## config.mk

```make
export PLATFORM = sky130hd
export DESIGN_NAME = signal_sync_multi
export DESIGN_NICKNAME = d
export VERILOG_FILES = /design/src/rtl/signal_sync_multi.sv
export SDC_FILE = /design/constraint.sdc
export NUM_CORES = 1
export LEC_CHECK = 0
export CAP_MARGIN = 0
export CORE_MARGIN = 4
export CORE_UTILIZATION = 38
export DETAILED_ROUTE_END_ITERATION = 8
export MAX_ROUTING_LAYER = met4
export PLACE_DENSITY = 0.75
export SLEW_MARGIN = 20
export SYNTH_ARGS = -nofsm -noshare
export SYNTH_HDL_FRONTEND = slang
export SYNTH_SLANG_ARGS = --single-unit
```

## constraint.sdc

```tcl
create_clock -name i_clk -period 0.9 [get_ports i_clk]
set_clock_uncertainty 0.15 [all_clocks]
set_input_delay 0.09 -clock i_clk [delete_from_list [all_inputs] [get_ports i_clk]]
set_output_delay 0.09 -clock i_clk [all_outputs]
set_load 0.02 [all_outputs]
```

## src/rtl/signal_sync_multi.sv

```systemverilog
// Multi-channel synchroniser with a per-channel consecutive-sample glitch filter.
// Define SIGNAL_SYNC_MULTI_EDGE_EN to build the registered rise/fall pulse outputs.
module signal_sync_multi #(
    parameter int                CH_NUM      = 8,
    parameter int                SYNC_STAGES = 3,
    parameter int                FILTER_CNT  = 1,
    parameter logic [CH_NUM-1:0] RST_VAL     = {CH_NUM{1'b0}}
) (
    input  logic              i_clk,
    input  logic              i_rst,
    input  logic [CH_NUM-1:0] iv_signal_async,
    output logic [CH_NUM-1:0] ov_signal_sync,
    output logic [CH_NUM-1:0] ov_rise_pulse,
    output logic [CH_NUM-1:0] ov_fall_pulse
);

    localparam int               CNT_W    = $clog2(FILTER_CNT + 1);
    localparam logic [CNT_W-1:0] CNT_LAST = CNT_W'(FILTER_CNT - 1);

    logic [CH_NUM-1:0] sync_q [SYNC_STAGES];
    logic [CH_NUM-1:0] sync_d [SYNC_STAGES];
    logic [CH_NUM-1:0] sample;
    logic [CNT_W-1:0]  cnt_q  [CH_NUM];
    logic [CNT_W-1:0]  cnt_d  [CH_NUM];
    logic [CH_NUM-1:0] out_q;
    logic [CH_NUM-1:0] out_d;

    always_comb begin
        sync_d[0] = iv_signal_async;
        for (int k = 1; k < SYNC_STAGES; k++) begin
            sync_d[k] = sync_q[k-1];
        end
    end

    always_ff @(posedge i_clk or posedge i_rst) begin
        if (i_rst) begin
            for (int k = 0; k < SYNC_STAGES; k++) begin
                sync_q[k] <= RST_VAL;
            end
        end else begin
            for (int k = 0; k < SYNC_STAGES; k++) begin
                sync_q[k] <= sync_d[k];
            end
        end
    end

    assign sample = sync_q[SYNC_STAGES-1];

    // The output only flips once the sample has disagreed with it for FILTER_CNT edges in a row.
    always_comb begin
        out_d = out_q;
        for (int c = 0; c < CH_NUM; c++) begin
            cnt_d[c] = '0;
            if (sample[c] != out_q[c]) begin
                if (cnt_q[c] == CNT_LAST) begin
                    out_d[c] = sample[c];
                end else begin
                    cnt_d[c] = cnt_q[c] + CNT_W'(1);
                end
            end
        end
    end

    always_ff @(posedge i_clk or posedge i_rst) begin
        if (i_rst) begin
            out_q <= RST_VAL;
            for (int c = 0; c < CH_NUM; c++) begin
                cnt_q[c] <= '0;
            end
        end else begin
            out_q <= out_d;
            for (int c = 0; c < CH_NUM; c++) begin
                cnt_q[c] <= cnt_d[c];
            end
        end
    end

    assign ov_signal_sync = out_q;

`ifdef SIGNAL_SYNC_MULTI_EDGE_EN
    logic [CH_NUM-1:0] rise_q;
    logic [CH_NUM-1:0] rise_d;
    logic [CH_NUM-1:0] fall_q;
    logic [CH_NUM-1:0] fall_d;

    // Pulses are derived from the next output so they line up with the new level.
    always_comb begin
        rise_d = out_d & ~out_q;
        fall_d = ~out_d & out_q;
    end

    always_ff @(posedge i_clk or posedge i_rst) begin
        if (i_rst) begin
            rise_q <= '0;
            fall_q <= '0;
        end else begin
            rise_q <= rise_d;
            fall_q <= fall_d;
        end
    end

    assign ov_rise_pulse = rise_q;
    assign ov_fall_pulse = fall_q;
`else
    assign ov_rise_pulse = '0;
    assign ov_fall_pulse = '0;
`endif

endmodule
```

==> run metrics <==
xor and xnor area share after synthesis 0%; Worst EP arrival 0.83 ns; Synth Warn # 0; syn_area_per_cell 16.5 um2; PnR Total Power 2.58 mW; Crit Path Category reg -> out; Routed WL per cell 9.86 um; hpwl dp 738 um; reg2reg start sync_d[9]$_DFF_PP0_; Setup crit end kind output port; MaxCap Viol Count 0; maximum buffer depth of the clock tree 2; Final #Nets 85; GRT Resource Usage Total 7.38%; Fin Setup TNS -1.27 ns; largest net degree at the start of global routing 27; finished layout cell area 1180 um2; DRC 0; Hold Fails Final Rpt 32; DR vias 381; Detail Route Antenna Nets 0; Fin Hold WS -0.0241 ns; vias in the first global route 378; largest family of logic cells by synthesized area buffers and inverters; initial antenna violation count 0; synth unique cells 5; Tcrit/Tclk final 119%; # clock sinks 32; Peak VDD IR 1.10 mV; die height 58.2 um; post-synthesis adder-cell area fraction 0%; Final GP Congestion 0.624; layout cells sized above 1 24.0%; CTS buffer count 5; flops & latches, synth 32; Syn Inst Count 58; post-route setup slack -0.168 ns; Cell Area, Placed 1100 um2; critical path's slowest cell dfrtp_1; min Tclk post-route 1.07 ns; Total Die Area 3390 um2; R2R cell count 0; CTS Root Cell clkbuf_4; post-placement cell count 96; crit path launch ov_signal_sync[3]$_DFFE_PP0P_; Synth Cell Area 958 um2; Compound-Gate Fraction of Synth Area 0%; DRT Pass-1 Iters 2; Top Family by Delay on Critical Path flip-flops; endpoints failing setup 8; input/output buffers 17; clock-pin slew on the worst setup and hold paths 0.09 ns; Area growth syn-to-layout 22.7%; Synth Area in Simple Gates 0%; critical path, cell by cell buf_6; final slew viol count 0; failing checks hold timing, setup timing; P per Cell Area 2200 nW/um2; Post-CTS Setup Inserts 0; hold crit path type in -> async; die width 58.2 um; CTS tree yes; aggregate routed wire length 1020 um; CP max FO 1; Leakage 0.560 nW; Crit path depth 1; Antenna Cells 0; Clock Latency Late Sink 0.31 ns; global-route wire length before repair 1610 um; status complete, but fails checks; slowest stage delay, CP 0.39 ns; io pins 34; htree depth 2; FMAX 0.936 GHz; final cell count without fillers 103; Starting Density 41.7%; core outline area 2300 um2; critical path data required time 0.66 ns; mux share of post-synthesis cell area 0%; register area share after synthesis 83.6%; Layout Utilization 51.2%; WP buf/inv 1; Placement Rows 17; DRT iter0 DRCs 2; startpoint types flip-flop; RSZ-0062 raised after global routing true; pre-CTS setup slack -0.255 ns; Vias/cell 3.70; global route total overflow 0
## layout make-up
class / instances / area, um2
clock buffer: 7 / 65.1
timing repair buffer: 19 / 208
inverter: 1 / 7.51
sequential: 32 / 801
tap: 28 / 35.0
multi-input combinational: 16 / 60.1
fill: 197 / 1120
## flip-flops by register name, summed over array words and instances, names as in the netlist
| signal | cells |
|---|---|
| ov_signal_sync | 8 |
| sample | 8 |
| sync_d | 16 |
## logic make-up (layout without fill, tap and decap cells)
logic type / count (synthesis) / after routing
other cells: 1 / 16
buf+inv: 25 / 27
flops: 32 / 32
## synthesized netlist by cell type
| library cell | count | area share (%) |
|---|---|---|
| clkbuf_1 | 8 | 3.1 |
| dfrtp_1 | 32 | 84 |
| inv_1 | 1 | 0.39 |
| buf_4 | 16 | 13 |
| conb_1 | 1 | 0.39 |
## final timing paths
check	end	slack [ns]
hold reg to reg	sample[1]$_DFF_PP0_	0.20
min in group i_clk	sync_d[12]$_DFF_PP0_	0.06
setup / recovery	ov_signal_sync[3]	-0.17
max in group asynchronous	ov_signal_sync[5]$_DFFE_PP0P_	0.46
setup reg to reg	sync_d[1]$_DFF_PP0_	0.27
hold / removal	sync_d[10]$_DFF_PP0_	-0.02
## where the power goes
group,total [mW],switching [mW],internal [mW]
Clock,0.852,0.410,0.442
Combinational,0.203,0.123,0.0802
Sequential,1.53,0.0203,1.51
## metal layers
metal  GRT usage, %  vias to the layer above  wire length [um]
met2           10.0                       30               491
met3           7.35                        0               186
met4           3.97                        0                 0
met1           6.53                      185               338
li1               -                      166                 -
met5              -                        -                 0
## cell usage in the layout, fill, tap and decap left out, drive strengths merged
cell type / count
clkbuf: 7
conb: 16
clkdlybuf4s50: 9
buf: 10
clkinvlp: 1
dfrtp: 32
## what timing repair did
item                                    in CTS  in global routing
endpoints found under the setup margin       8                  8
hold endpoints to repair                    32                 28
resized for setup                           48                  0
Power figures use the tool's default switching activity.
